--- src/rtl/pipeline_ctrl_pkg.sv ---
// Shared definitions for the decode-stage hazard sequencing logic:
// FSM encodings, PC source selects and the jump opcodes used by jump detection.
package pipeline_ctrl_pkg;

    typedef enum logic [1:0] {
        RUN      = 2'd0,
        JUMP_BUB = 2'd1,
        LU_STALL = 2'd2,
        MEM_WAIT = 2'd3
    } flush_state_t;

    localparam logic [1:0] PC_SEL_SEQ    = 2'b00;
    localparam logic [1:0] PC_SEL_JUMP   = 2'b01;
    localparam logic [1:0] PC_SEL_BRANCH = 2'b10;

    localparam logic [6:0] OPC_JAL  = 7'b1101111;
    localparam logic [6:0] OPC_JALR = 7'b1100111;

    function automatic logic is_jump_opcode(input logic [6:0] opcode);
        return (opcode == OPC_JAL) || (opcode == OPC_JALR);
    endfunction

endpackage

--- src/rtl/pipeline_flush_controller_if.sv ---
// Hazard inputs and pipeline control outputs of the flush controller.
// slave = the controller, master = the surrounding core (or a bench).
interface pipeline_flush_controller_if #(
    parameter int unsigned CNT_W = 16
);
    logic             jump_dec;
    logic             branch_taken_ex;
    logic             load_use_haz;
    logic             dmem_req;
    logic             dmem_ready;
    logic             pc_we;
    logic             if_id_we;
    logic             ex_mem_we;
    logic             if_id_flush;
    logic             id_ex_flush;
    logic [1:0]       pc_sel;
    logic [CNT_W-1:0] flush_count;

    modport slave (
        input  jump_dec, branch_taken_ex, load_use_haz, dmem_req, dmem_ready,
        output pc_we, if_id_we, ex_mem_we, if_id_flush, id_ex_flush, pc_sel, flush_count
    );

    modport master (
        output jump_dec, branch_taken_ex, load_use_haz, dmem_req, dmem_ready,
        input  pc_we, if_id_we, ex_mem_we, if_id_flush, id_ex_flush, pc_sel, flush_count
    );
endinterface

--- src/rtl/sat_counter.sv ---
// Saturating up-counter for performance events; holds at all-ones instead of wrapping.
module sat_counter #(
    parameter int unsigned W = 16
) (
    input  logic         clk,
    input  logic         rst,
    input  logic         inc,
    output logic [W-1:0] count
);

    always_ff @(posedge clk) begin
        if (rst) begin
            count <= '0;
        end else if (inc && (count != '1)) begin
            count <= count + 1'b1;
        end
    end

endmodule

--- src/rtl/pipeline_flush_controller.sv ---
// Decode-stage hazard sequencer: stalls, flushes and redirects the front end for
// jumps, taken branches, load-use hazards and data-memory wait states.
module pipeline_flush_controller
    import pipeline_ctrl_pkg::*;
#(
    parameter int unsigned JUMP_BUBBLES = 1,
    parameter int unsigned CNT_W        = 16
) (
    input  logic                        clk,
    input  logic                        rst,
    pipeline_flush_controller_if.slave  bus
);

    localparam logic [2:0] BUB_INIT = 3'(JUMP_BUBBLES - 1);

    flush_state_t state, state_nxt;
    flush_state_t ret_state, ret_nxt;
    flush_state_t eff_state;
    logic [2:0]   bub_cnt, bub_nxt;
    logic         stall_now;

    logic       pc_we, if_id_we, ex_mem_we;
    logic       if_id_flush, id_ex_flush;
    logic [1:0] pc_sel;

    always_ff @(posedge clk) begin
        if (rst) begin
            state     <= RUN;
            ret_state <= RUN;
            bub_cnt   <= 3'd0;
        end else begin
            state     <= state_nxt;
            ret_state <= ret_nxt;
            bub_cnt   <= bub_nxt;
        end
    end

    always_comb begin
        state_nxt   = state;
        ret_nxt     = ret_state;
        bub_nxt     = bub_cnt;
        pc_we       = 1'b1;
        if_id_we    = 1'b1;
        ex_mem_we   = 1'b1;
        if_id_flush = 1'b0;
        id_ex_flush = 1'b0;
        pc_sel      = PC_SEL_SEQ;
        // On the MEM_WAIT release cycle the saved state is replayed with the stall rule masked.
        eff_state   = (state == MEM_WAIT) ? ret_state : state;
        stall_now   = (state != MEM_WAIT) && bus.dmem_req && !bus.dmem_ready;

        if (rst) begin
            pc_we       = 1'b0;
            if_id_we    = 1'b0;
            ex_mem_we   = 1'b0;
            if_id_flush = 1'b1;
            id_ex_flush = 1'b1;
        end else if ((state == MEM_WAIT) && !bus.dmem_ready) begin
            pc_we     = 1'b0;
            if_id_we  = 1'b0;
            ex_mem_we = 1'b0;
        end else if (stall_now) begin
            pc_we     = 1'b0;
            if_id_we  = 1'b0;
            ex_mem_we = 1'b0;
            ret_nxt   = (eff_state == JUMP_BUB) ? JUMP_BUB : RUN;
            state_nxt = MEM_WAIT;
        end else if (eff_state == JUMP_BUB) begin
            // The decode slot is a flushed bubble, so jump/load-use flags are stale here.
            if (bus.branch_taken_ex) begin
                pc_sel      = PC_SEL_BRANCH;
                if_id_flush = 1'b1;
                id_ex_flush = 1'b1;
                bub_nxt     = 3'd0;
                state_nxt   = RUN;
            end else begin
                if_id_flush = 1'b1;
                bub_nxt     = bub_cnt - 3'd1;
                state_nxt   = (bub_cnt == 3'd1) ? RUN : JUMP_BUB;
            end
        end else begin
            state_nxt = RUN;
            if (bus.branch_taken_ex) begin
                pc_sel      = PC_SEL_BRANCH;
                if_id_flush = 1'b1;
                id_ex_flush = 1'b1;
            end else if (bus.load_use_haz && (eff_state == RUN)) begin
                pc_we       = 1'b0;
                if_id_we    = 1'b0;
                id_ex_flush = 1'b1;
                state_nxt   = LU_STALL;
            end else if (bus.jump_dec) begin
                pc_sel      = PC_SEL_JUMP;
                if_id_flush = 1'b1;
                if (JUMP_BUBBLES > 1) begin
                    bub_nxt   = BUB_INIT;
                    state_nxt = JUMP_BUB;
                end
            end
        end
    end

    assign bus.pc_we       = pc_we;
    assign bus.if_id_we    = if_id_we;
    assign bus.ex_mem_we   = ex_mem_we;
    assign bus.if_id_flush = if_id_flush;
    assign bus.id_ex_flush = id_ex_flush;
    assign bus.pc_sel      = pc_sel;

    sat_counter #(.W(CNT_W)) u_flush_cnt (
        .clk   (clk),
        .rst   (rst),
        .inc   (if_id_flush && !rst),
        .count (bus.flush_count)
    );

endmodule

--- src/flat_wrapper.sv ---
// flat-port wrapper written by rule: the top's interface ports become plain ports
module pipeline_flush_controller_flat import pipeline_ctrl_pkg::*;
#(
    parameter int unsigned JUMP_BUBBLES = 1,
    parameter int unsigned CNT_W        = 16
)
  (clk, rst, bus_jump_dec, bus_branch_taken_ex, bus_load_use_haz, bus_dmem_req, bus_dmem_ready, bus_pc_we, bus_if_id_we, bus_ex_mem_we, bus_if_id_flush, bus_id_ex_flush, bus_pc_sel, bus_flush_count);
  pipeline_flush_controller_if #(.CNT_W(CNT_W)) bus_i ();
  input  logic clk;
  input  logic rst;
  input wire logic [$bits(bus_i.jump_dec)-1:0] bus_jump_dec;
  input wire logic [$bits(bus_i.branch_taken_ex)-1:0] bus_branch_taken_ex;
  input wire logic [$bits(bus_i.load_use_haz)-1:0] bus_load_use_haz;
  input wire logic [$bits(bus_i.dmem_req)-1:0] bus_dmem_req;
  input wire logic [$bits(bus_i.dmem_ready)-1:0] bus_dmem_ready;
  output wire logic [$bits(bus_i.pc_we)-1:0] bus_pc_we;
  output wire logic [$bits(bus_i.if_id_we)-1:0] bus_if_id_we;
  output wire logic [$bits(bus_i.ex_mem_we)-1:0] bus_ex_mem_we;
  output wire logic [$bits(bus_i.if_id_flush)-1:0] bus_if_id_flush;
  output wire logic [$bits(bus_i.id_ex_flush)-1:0] bus_id_ex_flush;
  output wire logic [$bits(bus_i.pc_sel)-1:0] bus_pc_sel;
  output wire logic [$bits(bus_i.flush_count)-1:0] bus_flush_count;
  assign bus_i.jump_dec = bus_jump_dec;
  assign bus_i.branch_taken_ex = bus_branch_taken_ex;
  assign bus_i.load_use_haz = bus_load_use_haz;
  assign bus_i.dmem_req = bus_dmem_req;
  assign bus_i.dmem_ready = bus_dmem_ready;
  assign bus_pc_we = bus_i.pc_we;
  assign bus_if_id_we = bus_i.if_id_we;
  assign bus_ex_mem_we = bus_i.ex_mem_we;
  assign bus_if_id_flush = bus_i.if_id_flush;
  assign bus_id_ex_flush = bus_i.id_ex_flush;
  assign bus_pc_sel = bus_i.pc_sel;
  assign bus_flush_count = bus_i.flush_count;
  pipeline_flush_controller #(.JUMP_BUBBLES(JUMP_BUBBLES), .CNT_W(CNT_W)) u_core (.clk(clk), .rst(rst), .bus(bus_i));
endmodule
--- config.mk ---
export PLATFORM = sky130hd
export DESIGN_NAME = pipeline_flush_controller_flat
export DESIGN_NICKNAME = d
export VERILOG_FILES = /design/src/rtl/pipeline_ctrl_pkg.sv /design/src/rtl/pipeline_flush_controller_if.sv /design/src/rtl/sat_counter.sv /design/src/rtl/pipeline_flush_controller.sv /design/src/flat_wrapper.sv
export SDC_FILE = /design/constraint.sdc
export NUM_CORES = 1
export LEC_CHECK = 0
export ABC_AREA = 0
export BUFFER_PORTS_ARGS = -buffer_cell sky130_fd_sc_hd__buf_2
export CAP_MARGIN = 20
export CELL_PAD_IN_SITES_DETAIL_PLACEMENT = 1
export CELL_PAD_IN_SITES_GLOBAL_PLACEMENT = 2
export CORE_UTILIZATION = 31
export CTS_CLUSTER_DIAMETER = 50
export DETAILED_ROUTE_END_ITERATION = 7
export PLACE_DENSITY_LB_ADDON = 0.08
export SLEW_MARGIN = 20
export SYNTH_ARGS = -nofsm -noshare
export SYNTH_HDL_FRONTEND = slang
export SYNTH_SLANG_ARGS = --single-unit
export TNS_END_PERCENT = 100
--- constraint.sdc ---
create_clock -name clk -period 4.2 [get_ports clk]
set_input_delay 0.42 -clock clk [delete_from_list [all_inputs] [get_ports clk]]
set_output_delay 0.42 -clock clk [all_outputs]
set_load 0.1 [all_outputs]
# ---- After elaboration in Yosys (flattened, before gate mapping)
# Cells that the tools add are included.
dict set report op_classes {
  eq_ne 5
  addsub 2
  bitwise 2
  n_reduce_logical 11
  n_mux 40
}
# cell count
set ops {}
lappend ops {{$mux 1} 26}
lappend ops {{$mux 2} 13}
lappend ops {{$add 16x1->16 const B} 1}
lappend ops {{$ne 16x16->1 const B} 1}
lappend ops {{$logic_and 1x1->1} 6}
lappend ops {{$eq 3x1->1 const B} 1}
lappend ops {{$mux 3} 1}
lappend ops {{$reduce_and 3->1} 1}
lappend ops {{$sub 3x1->3 const B} 1}
lappend ops {{$eq 2x1->1 const B} 1}
lappend ops {{$eq 2x2->1 const B} 1}
lappend ops {{$logic_not 1->1} 2}
lappend ops {{$logic_not 2->1} 1}
lappend ops {{$ne 2x2->1 const B} 1}
lappend ops {{$not 1->1} 2}
lappend ops {{$reduce_and 2->1} 1}
dict set report word_totals {
  word_cells 64
  in_bits 7
  output_inout_bits 23
  regBits 23
}

# ---- Logic depth before layout (Yosys ltp)
# Gate-level depths: netlist (run 1).
dict set report logic_depth {
  word_depth 12
  depth_mapped 7
  ltp_nobuf 6
}

# ---- Modules after synthesis
# Synthesis (run 1) repeated with hierarchy kept, for this count alone.
dict set report hier_totals {
  cells_unflattened 153
  hier_area_um2 1253.7
}
# module cells_per_inst area_each_um2 seq_area_each_um2 instances
set modules_own_cells {}
lappend modules_own_cells {sat_counter 99 848.3 320.3 1}
lappend modules_own_cells {pipeline_flush_controller 54 405.4 120.1 1}

# ---- Worst setup path after synthesis (run 1)
# Ideal clock, no wire load.
dict set report synth_path {
  path_type {reg-to-output}
  start {register u_core.state[0]}
  end {output port bus_id_ex_flush}
  n_path_buf 1
  arrival_ns 2.880
  required_time_ns 3.780
  path_stages_with_launch 7
  path_slack_ns 0.900
  path_cell_list {dfxtp_1 clkbuf_2 nand2_1 nor2_1 o21ai_0 nor2b_1 o21ai_0}
}
dict set report synth_between {
  elab_chain_cells 10
  elab_cells_between_ends 15
  classes_between {3 x eq/ne; 7 x mux; 5 x reduce/logical}
}
# element line
set synth_rtl {}
lappend synth_rtl {{from (decl)} pipeline_flush_controller.sv:16} ;# flush_state_t state, state_nxt;
lappend synth_rtl {{from (signal assigned)} pipeline_flush_controller.sv:32} ;# state <= state_nxt;
lappend synth_rtl {{$eq 2x2->1} {pipeline_flush_controller.sv:49, pipeline_flush_controller.sv:58}}
lappend synth_rtl {{$mux 2} pipeline_flush_controller.sv:49} ;# eff_state = (state == MEM_WAIT) ? ret_state : state;
lappend synth_rtl {{$logic_not 2->1} pipeline_flush_controller.sv:87} ;# end else if (bus.load_use_haz && (eff_state == RUN)) begin
lappend synth_rtl {{$logic_and 1x1->1} pipeline_flush_controller.sv:87}
lappend synth_rtl {{$mux 1} pipeline_flush_controller.sv:87}
lappend synth_rtl {{$mux 1} pipeline_flush_controller.sv:83} ;# if (bus.branch_taken_ex) begin
lappend synth_rtl {{$mux 1} pipeline_flush_controller.sv:68} ;# end else if (eff_state == JUMP_BUB) begin
lappend synth_rtl {{$mux 1} pipeline_flush_controller.sv:62} ;# end else if (stall_now) begin
lappend synth_rtl {{$mux 1 (*)} pipeline_flush_controller.sv:58} ;# end else if ((state == MEM_WAIT) && !bus.dmem_ready) begin
lappend synth_rtl {{$mux 1 (*)} pipeline_flush_controller.sv:52} ;# if (rst) begin
lappend synth_rtl {{to (decl)} flat_wrapper.sv:20} ;# output wire logic [$bits(bus_i.id_ex_flush)-1:0] bus_id_ex_flush;
# Every way passes the cells marked *; elsewhere a longest branch is shown, timed or not.

# ---- Worst setup path in the final report (run 1)
dict set report layout_path {
  start {register u_core.state[1]}
  end {output port bus_pc_sel[0]}
}
dict set report layout_between {
  elab_chain_cells 10
  elab_cells_between_ends 15
  classes_between {3 x eq/ne; 7 x mux; 5 x reduce/logical}
}
# element line
set layout_rtl {}
lappend layout_rtl {{$eq 2x2->1} {pipeline_flush_controller.sv:49, pipeline_flush_controller.sv:58}}
lappend layout_rtl {{$mux 2} pipeline_flush_controller.sv:49}
lappend layout_rtl {{$logic_not 2->1} pipeline_flush_controller.sv:87}
lappend layout_rtl {{$logic_and 1x1->1} pipeline_flush_controller.sv:87}
lappend layout_rtl {{$mux 2} pipeline_flush_controller.sv:87}
lappend layout_rtl {{$mux 2} pipeline_flush_controller.sv:83}
lappend layout_rtl {{$mux 2} pipeline_flush_controller.sv:68}
lappend layout_rtl {{$mux 2} pipeline_flush_controller.sv:62}
lappend layout_rtl {{$mux 2 (*)} pipeline_flush_controller.sv:58}
lappend layout_rtl {{$mux 2 (*)} pipeline_flush_controller.sv:52}
lappend layout_rtl {{to (decl)} flat_wrapper.sv:21} ;# output wire logic [$bits(bus_i.pc_sel)-1:0] bus_pc_sel;
# Marked as above.

==> impl_metrics.env, run 1 <==
export IMPL_max_stage_delay_ns=0.42
export IMPL_status="finished clean"
export IMPL_grtUsageMet1_pct=19.8
export IMPL_core_rowCount=21
export IMPL_die_h_um=63.1
export IMPL_ys_warn_count=0
export IMPL_cts_tree="built"
export IMPL_ys_types=41
export IMPL_crit_chain="nand2b_1 > a21oi_1 > and4_1 > buf_2"
export IMPL_pre_cts_ws_ns=1.91
export IMPL_die_w_um=63.1
export IMPL_slew_headroom_pct=49.7
export IMPL_clockRootBuffer="clkbuf_8"
export IMPL_max_freq_mhz=430
export IMPL_synth_nets=153
export IMPL_syn2layout_area_growth_pct=20.2
export IMPL_hold_path_class="primary input to flop"
export IMPL_cp_max_fo=6
export IMPL_clkTransAtPathRegs_ns=0.08
export IMPL_clock_path_buffers=2
export IMPL_ios=30
export IMPL_grt_busiest_layer="met2"
export IMPL_dr_total_vias=1156
export IMPL_hold_violations=0
export IMPL_cp_required_ns=3.78
export IMPL_grt_pass1_wl_um=5120
export IMPL_dp_hpwl_um=2270
export IMPL_start_kind="flop"
export IMPL_cts_resized=0
export IMPL_end_kind="output pin"
export IMPL_ant_nets=0
export IMPL_syn_area_per_cell_um2=8.09
export IMPL_io_buffers=29
export IMPL_setup_tns_ns=0
export IMPL_critPathSlowestCell="a21oi_1"
export IMPL_antenna_found_initial=0
export IMPL_drt_iter0_markers=28
export IMPL_gp_congestion=0.758
export IMPL_cts_sinks=22
export IMPL_grt_pass1_vias=1152
export IMPL_finalSetupViolCount=0
export IMPL_synthCells=143
export IMPL_worst_slack_ns=1.87
export IMPL_drive_above_1_share_pct=22.2
export IMPL_grt_use_met2_pct=27.3
export IMPL_routedWlPerCell_um=13.6
export IMPL_routed_wl_um=2960
export IMPL_slew_violations=0
export IMPL_start_util_pct=33.4
export IMPL_crit_family="compound AO/OA/AOI/OAI gates"
export IMPL_worst_path_buf_inv=1
export IMPL_fp_dieArea_mm2=0.00398
export IMPL_numCtsBuffers=3
export IMPL_synth_async_reset_ratio_pct=0
export IMPL_cp_data_arrival_time_ns=1.91
export IMPL_ir_worst_vdd_mv=0.176
export IMPL_final_cell_mix="buf_2 (29), dfxtp_1 (22), nor2_1 (15), a21oi_1 (14), o21ai_0 (11)"
export IMPL_grt_remaining_overflow=0
export IMPL_p_total_mw=0.458
export IMPL_crit_type="flop to output pin"
export IMPL_ys_seq_area_share_pct=38.1
export IMPL_diodes=0
export IMPL_met3_usage_pct=2.17
export IMPL_synth_edf_count=0
export IMPL_fin_nets=182
export IMPL_clock_skew_ns=0.00405
export IMPL_cts_setup_buffers=0
export IMPL_maxCapViolCount=0
export IMPL_drt_pass1_iterations=2
export IMPL_powerDensity_mw_per_mm2=329
export IMPL_grt_max_degree=21
export IMPL_cts_hold_buf=0
export IMPL_ys_seq_elements=22
export IMPL_clk_latency_ns=0.26
export IMPL_ys_flop_type="dfxtp_1"
export IMPL_fin_crit_ns=2.33
export IMPL_final_common_cell="buf_2"
export IMPL_syn_area_mm2=0.00116
export IMPL_min_period_over_period_pct=55.4
export IMPL_core_mm2=0.00347
export IMPL_p_leak_nw=0.567
export IMPL_rsz0062_at_grt="no"
export IMPL_htree_levels=1
export IMPL_avgViaCountPerCell=5.33
export IMPL_drc=0
export IMPL_grt_total_usage_pct=16.1
export IMPL_worst_pin_slew_ns=0.750
## worst reg2reg max path, cell delays in order (launching register included)
cell	delay (ns)
dfxtp_1	0.41
ha_1	0.24
and4_2	0.25
nand3_1	0.08
a211oi_1	0.65
nand4_1	0.19
mux2_2	0.30
## where the power goes
part           switching [mW]  internal [mW]
clock                  0.0695         0.0836
combinational          0.0694         0.0169
sequential            0.00534          0.213
total                   0.144          0.313
## final timing paths
check                                            startpoint                           end  slack (ns)  cells past startpoint
worst max-delay path                        u_core.state[1]                 bus_pc_sel[0]        1.87                      4
worst min-delay path                       bus_load_use_haz               u_core.state[1]        0.48                      3
worst max register to register  u_core.u_flush_cnt.count[0]  u_core.u_flush_cnt.count[12]        1.99                      6
worst min register to register            u_core.bub_cnt[2]             u_core.bub_cnt[2]        0.51                      2
## logic make-up after synthesis
kind of cell    count (synthesis)  share of synthesized area, %
fa+ha+maj                       3                          3.24
xor+xnor                        2                          1.51
simple gates                   58                          26.8
mux                             2                          1.84
flops                          22                          38.1
buf+inv                        13                          4.65
compound gates                 43                          23.9
## per-layer routing
metal | up-vias | routed length, um
li1 | 585 | -
met1 | 548 | 1460
met2 | 17 | 1360
met3 | 6 | 72
met4 | 0 | 60
met5 | - | 0
## cells in the mapped netlist, drive strengths merged, types with 2 or more instances
| cell | n | share of area (%) |
|---|---|---|
| a21oi | 14 | 6.1 |
| a31oi | 3 | 1.6 |
| and2 | 2 | 1.1 |
| and3 | 3 | 1.6 |
| and4 | 2 | 1.6 |
| buf | 2 | 0.97 |
| clkbuf | 3 | 1.1 |
| dfxtp | 22 | 38 |
| ha | 3 | 3.2 |
| inv | 8 | 2.6 |
| nand2 | 5 | 1.8 |
| nand2b | 3 | 1.6 |
| nand3 | 9 | 3.9 |
| nand4 | 5 | 2.7 |
| nor2 | 15 | 4.9 |
| nor2b | 2 | 1.1 |
| nor3 | 3 | 1.3 |
| o211ai | 3 | 1.9 |
| o21ai | 11 | 4.8 |
| or3 | 7 | 3.8 |
| xor2 | 2 | 1.5 |
## layout make-up
type                    count  area [um2]
inverters                   8        30.0
clock buffers               4        55.1
well taps                  46        57.6
fillers                   443        2080
flip-flops and latches     22         440
multi-input cells         108         663
repair buffers             29         145
## metrics by stage
| step | std cells | area (um2) | utilization, % | hold slack (ns) |
|---|---|---|---|---|
| floorplan | 143 | 1160 | - | 0.450 |
| detailed placement | 213 | 1340 | 38.5 | 0.501 |
| CTS | 217 | 1390 | 40.1 | 0.487 |
| global route | 217 | 1390 | 40.1 | 0.506 |
| global placement | 213 | 1340 | 38.5 | 0.457 |
| finish | 217 | 1390 | 40.1 | 0.477 |
## registers in the layout, indices dropped and copies added (netlist names)
signal and flops:
u_core.u_flush_cnt.count 16, u_core.state 2, u_core.ret_state 1, u_core.bub_cnt 3
Power figures use the tool's default switching activity.
==> run 2: changes to the inputs <==
--- a/config.mk
+++ b/config.mk
@@ -10,7 +10,7 @@
 export CAP_MARGIN = 20
 export CELL_PAD_IN_SITES_DETAIL_PLACEMENT = 1
 export CELL_PAD_IN_SITES_GLOBAL_PLACEMENT = 2
-export CORE_UTILIZATION = 31
+export CORE_UTILIZATION = 26
 export CTS_CLUSTER_DIAMETER = 50
 export DETAILED_ROUTE_END_ITERATION = 7
 export PLACE_DENSITY_LB_ADDON = 0.08
==> constraint.sdc (replaced) <==
create_clock -name clk -period 2.1 [get_ports clk]
set_input_delay 0.21 -clock clk [delete_from_list [all_inputs] [get_ports clk]]
set_output_delay 0.21 -clock clk [all_outputs]
set_load 0.1 [all_outputs]
==> run 2 against run 1 <==
Effect of this change: sequential power up 96%; global-route usage down 0.60 points; final cell count up 3.7%; wire length up 13%.
==> impl_metrics.env, run 2 (synthesis gave the netlist of run 1 again) <==
export IMPL_cp_num_cells=5
export IMPL_core_mm2=0.00414
export IMPL_largestRegisters="u_core.u_flush_cnt.count (16), u_core.bub_cnt (3), u_core.state (2)"
export IMPL_gp_congestion=0.719
export IMPL_finalSetupViolCount=0
export IMPL_slew_violations=0
export IMPL_cp_required_ns=1.89
export IMPL_critPathSlowestCell="dfxtp_1"
export IMPL_final_cell_mix="buf_2 (23), nor2_1 (14), a21oi_1 (12), dfxtp_4 (11), o21ai_0 (9)"
export IMPL_diodes=0
export IMPL_ant_nets=0
export IMPL_hold_violations=0
export IMPL_final_area_mm2=0.00152
export IMPL_cts_sinks=22
export IMPL_worst_pin_slew_ns=0.487
export IMPL_max_freq_mhz=501
export IMPL_dr_total_vias=1175
export IMPL_drt_pass1_iterations=4
export IMPL_routedWlPerCell_um=14.9
export IMPL_placed_area_mm2=0.00145
export IMPL_cts_hold_buf=0
export IMPL_grt_pass1_wl_um=5420
export IMPL_avgViaCountPerCell=5.22
export IMPL_die_w_um=68.7
export IMPL_utilization_pct=36.8
export IMPL_clockRootBuffer="clkbuf_8"
export IMPL_fin_crit_ns=2.00
export IMPL_worst_path_buf_inv=1
export IMPL_grt_pass1_vias=1195
export IMPL_cp_data_arrival_time_ns=1.79
export IMPL_ff2ff_path_depth=5
export IMPL_ios=30
export IMPL_numCtsBuffers=3
export IMPL_start_kind="flop"
export IMPL_grt_total_usage_pct=15.5
export IMPL_fin_nets=186
export IMPL_worst_slack_ns=0.103
export IMPL_io_buffers=29
export IMPL_grt_remaining_overflow=0
export IMPL_hold_path_class="primary input to flop"
export IMPL_max_stage_delay_ns=0.45
export IMPL_slew_headroom_pct=67.4
export IMPL_drc=0
export IMPL_grt_max_degree=20
export IMPL_drt_iter0_markers=55
export IMPL_routed_wl_um=3340
export IMPL_cts_tree="built"
export IMPL_antenna_found_initial=0
export IMPL_final_common_cell="buf_2"
export IMPL_worst_hold_path_num_cells=3
export IMPL_clock_path_buffers=2
export IMPL_maxCapViolCount=0
export IMPL_start_util_pct=27.9
export IMPL_htree_levels=1
export IMPL_die_h_um=68.7
export IMPL_drive_above_1_share_pct=38.3
export IMPL_core_rowCount=23
export IMPL_clock_skew_ns=0.00167
export IMPL_p_leak_nw=0.601
export IMPL_min_period_over_period_pct=95.1
export IMPL_top_register="u_core.u_flush_cnt.count"
export IMPL_powerDensity_mw_per_mm2=585
export IMPL_ir_worst_vdd_mv=0.386
export IMPL_clk_latency_ns=0.26
export IMPL_fp_dieArea_mm2=0.00472
export IMPL_syn2layout_area_growth_pct=31.7
export IMPL_end_kind="output pin"
export IMPL_cp_max_fo=6
export IMPL_p_total_mw=0.891
export IMPL_status="finished clean"
export IMPL_crit_family="flip-flops"
export IMPL_crit_chain="nand2b_1 > a21oi_4 > a31oi_1 > and2_2 > clkbuf_4"
export IMPL_crit_type="flop to output pin"
export IMPL_largest_register_ffs=16
export IMPL_clkTransAtPathRegs_ns=0.08
export IMPL_pre_cts_ws_ns=0.119
export IMPL_dp_hpwl_um=2510
-- run 2: cell types whose count changed in the layout (fill, tap and decap cells not counted), sizes merged --
cell | previous run | this run
clkinv | 0 | 1
clkbuf | 4 | 8
buf | 29 | 28
-- run 2: cell type report --
class / instances / area, um2
Clock buffer: 3 / 41.3
Clock inverter: 1 / 3.75
Tap cell: 50 / 62.6
Inverter: 8 / 30.0
Multi-Input combinational cell: 108 / 696
Fill cell: 520 / 2620
Timing Repair Buffer: 33 / 203
Sequential cell: 22 / 488
-- run 2: worst min-delay path, stage by stage --
cell and delay [ns]:
buf_2 0.10, a31oi_1 0.08, nor2_1 0.08
-- run 2: metal layers --
layer | vias to the layer above | share of wire (%) | global-route usage, %
met5 | - | 0 | 0
met4 | 0 | 0.51 | 2.30
met3 | 2 | 3.9 | 4.28
met2 | 21 | 47 | 27.3
met1 | 559 | 49 | 19.0
li1 | 593 | - | -
-- run 2: repair_timing --
action	CTS	global route
buffers inserted	0	0
gates cloned	0	0
gates resized for setup	1	10
setup endpoints to repair	2	13
pin swaps	0	1
-- run 2: through the flow --
stage,cells,TNS [ns],hold slack (ns)
floorplan,143,-0.234,0.382
global placement,221,0,0.457
detailed placement,221,0,0.480
CTS,225,0,0.239
global route,225,-0.0119,0.289
finish,225,0,0.249
-- run 2: worst paths after layout --
path / from / endpoint / slack, ns
setup / recovery: u_core.state[1] / bus_if_id_we / 0.10
hold / removal: bus_load_use_haz / u_core.state[1] / 0.25
hold reg to reg: u_core.u_flush_cnt.count[5] / u_core.u_flush_cnt.count[5] / 0.49
setup reg to reg: u_core.u_flush_cnt.count[6] / u_core.u_flush_cnt.count[13] / 0.16
-- run 2: power breakdown --
group / switching (mW) / leakage [nW] / internal, mW
clock network: 0.144 / 0.0231 / 0.131
registers: 0.0129 / 0.189 / 0.414
logic: 0.144 / 0.388 / 0.0459
total: 0.301 / 0.601 / 0.591
==> run 3: changes to the inputs <==
==> constraint.sdc (replaced) <==
create_clock -name clk -period 2.1 [get_ports clk]
set_input_delay 0.315 -clock clk [delete_from_list [all_inputs] [get_ports clk]]
set_output_delay 0.315 -clock clk [all_outputs]
set_load 0.1 [all_outputs]
==> run 3 against run 2 <==
Effect of this change: worst setup slack better by 0.014 ns; final area is 4.6% higher; total power is 15% higher; via count is 0.51% higher; largest cell class unchanged.
==> impl_metrics.env, run 3 (synthesis gave the netlist of run 1 again) <==
export IMPL_routed_wl_um=3170
export IMPL_fin_nets=185
export IMPL_worst_slack_ns=0.118
export IMPL_max_freq_mhz=504
export IMPL_ant_nets=0
export IMPL_grtUsageMet1_pct=19.1
export IMPL_slew_headroom_pct=66.0
export IMPL_status="finished clean"
export IMPL_dp_hpwl_um=2420
export IMPL_finalSetupViolCount=0
export IMPL_ff2ff_path_depth=5
export IMPL_worst_pin_slew_ns=0.508
export IMPL_ios=30
export IMPL_syn2layout_area_growth_pct=37.7
export IMPL_rsz0062_at_grt="no"
export IMPL_routedWlPerCell_um=14.1
export IMPL_die_w_um=68.7
export IMPL_drt_pass1_iterations=4
export IMPL_numCtsBuffers=3
export IMPL_gp_congestion=0.724
export IMPL_powerDensity_mw_per_mm2=645
export IMPL_io_buffers=29
export IMPL_p_seq_share_pct=41.5
export IMPL_cp_max_fo=8
export IMPL_cts_sinks=22
export IMPL_htree_levels=1
export IMPL_switching_share_pct=29.2
export IMPL_drc=0
export IMPL_grt_use_met2_pct=26.2
export IMPL_grt_remaining_overflow=0
export IMPL_cts_tree="built"
export IMPL_cp_data_arrival_time_ns=1.67
export IMPL_cp_required_ns=1.78
export IMPL_final_common_cell="buf_2"
export IMPL_ir_worst_vdd_mv=0.371
export IMPL_antenna_found_initial=0
export IMPL_core_mm2=0.00414
export IMPL_whs_endpoint="u_core.state[1]"
export IMPL_clkTransAtPathRegs_ns=0.09
export IMPL_hold_path_class="primary input to flop"
export IMPL_core_rowCount=23
export IMPL_dr_total_vias=1181
export IMPL_p_leak_nw=0.626
export IMPL_clock_path_buffers=2
export IMPL_drt_iter0_markers=30
export IMPL_utilization_pct=38.5
export IMPL_grt_pass1_wl_um=5330
export IMPL_maxCapViolCount=0
export IMPL_clk_latency_ns=0.26
export IMPL_r2r_start="u_core.u_flush_cnt.count[5]"
export IMPL_slew_violations=0
export IMPL_top_register="u_core.u_flush_cnt.count"
export IMPL_r2r_slack_ns=0.16
export IMPL_drive_above_1_share_pct=39.1
export IMPL_diodes=0
export IMPL_grt_total_usage_pct=15.2
export IMPL_fp_dieArea_mm2=0.00472
export IMPL_final_cell_mix="buf_2 (22), nor2_1 (14), a21oi_1 (13), dfxtp_4 (11), o21ai_0 (9)"
export IMPL_pre_cts_ws_ns=0.106
export IMPL_crit_type="flop to output pin"
export IMPL_r2r_end="u_core.u_flush_cnt.count[15]"
export IMPL_p_sw_mw=0.300
export IMPL_pwr_share_comb_pct=20.0
export IMPL_largestRegisters="u_core.u_flush_cnt.count (16), u_core.bub_cnt (3), u_core.state (2)"
export IMPL_worst_hold_path_num_cells=3
export IMPL_hold_path_startpoint="bus_load_use_haz"
export IMPL_clkPwrFrac_pct=38.6
export IMPL_start_kind="flop"
export IMPL_hold_violations=0
export IMPL_avgViaCountPerCell=5.27
export IMPL_internal_power_mw=0.728
export IMPL_end_kind="output pin"
export IMPL_min_period_over_period_pct=94.4
export IMPL_p_total_mw=1.03
export IMPL_die_h_um=68.7
export IMPL_grt_busiest_layer="met2"
export IMPL_met3_usage_pct=4.28
export IMPL_grt_max_degree=20
export IMPL_largest_register_ffs=16
export IMPL_cts_hold_buf=0
export IMPL_fin_crit_ns=1.98
export IMPL_clockRootBuffer="clkbuf_8"
export IMPL_clock_skew_ns=0.00681
export IMPL_grt_pass1_vias=1202
export IMPL_start_util_pct=27.9
==> run 3: metal layers <==
metal / vias up / wire [um]
met1: 563 / 1500
met2: 26 / 1470
li1: 590 / -
met3: 2 / 173
met5: - / 0
met4: 0 / 17
==> run 3: layout make-up <==
cell class                 instances  area (um2)
timing repair buffer              32         248
inverter                           8        30.0
tap                               50        62.6
multi-input combinational        108         692
sequential                        22         490
clock inverter                     1        30.0
clock buffer                       3        41.3
fill                             513        2550
==> run 3: power groups by stage <==
stage | combinational (mW) | sequential (mW) | clock [mW]
CTS | 0.203 | 0.426 | 0.413
finish | 0.205 | 0.426 | 0.396
detailed placement | 0.201 | 0.436 | 0
floorplan | 0.123 | 0.456 | 0
global placement | 0.200 | 0.435 | 0
global route | 0.219 | 0.428 | 0.427
==> run 3: per-stage QoR <==
step	instances	hold slack [ns]	instance area, um2	setup TNS (ns)
2_1_floorplan	143	0.450	1220	-0.368
3_3_place_gp	220	0.457	1500	0
3_5_place_dp	220	0.476	1500	0
4_1_cts	224	0.348	1580	0
5_1_grt	224	0.370	1590	0
6_report	224	0.352	1590	0
==> run 3: worst max-delay path, cell delays in order, from the launching register on <==
cell,delay [ns]
dfxtp_2,0.38
a21oi_1,0.30
nor2_2,0.12
a31oi_1,0.19
and2_2,0.23
buf_12,0.18
==> run 3: what timing repair did <==
item                                   in CTS  in global routing
pin swaps                                   0                  1
resized for setup                           2                  7
setup endpoints to repair                   4                  9
cloned                                      0                  0
buffers inserted                            0                  0
endpoints found under the hold margin       0                  0
==> run 3: how the worst max path moves through the flow <==
stage,start,depth (start not counted),endpoint
after detailed placement,u_core.u_flush_cnt.count[6],5,u_core.u_flush_cnt.count[13]
final,u_core.state[0],5,bus_pc_we
after CTS,u_core.state[0],5,bus_if_id_flush
after floorplan,u_core.state[0],6,bus_id_ex_flush
after global routing,u_core.u_flush_cnt.count[5],5,u_core.u_flush_cnt.count[15]
after global placement,u_core.u_flush_cnt.count[5],5,u_core.u_flush_cnt.count[13]
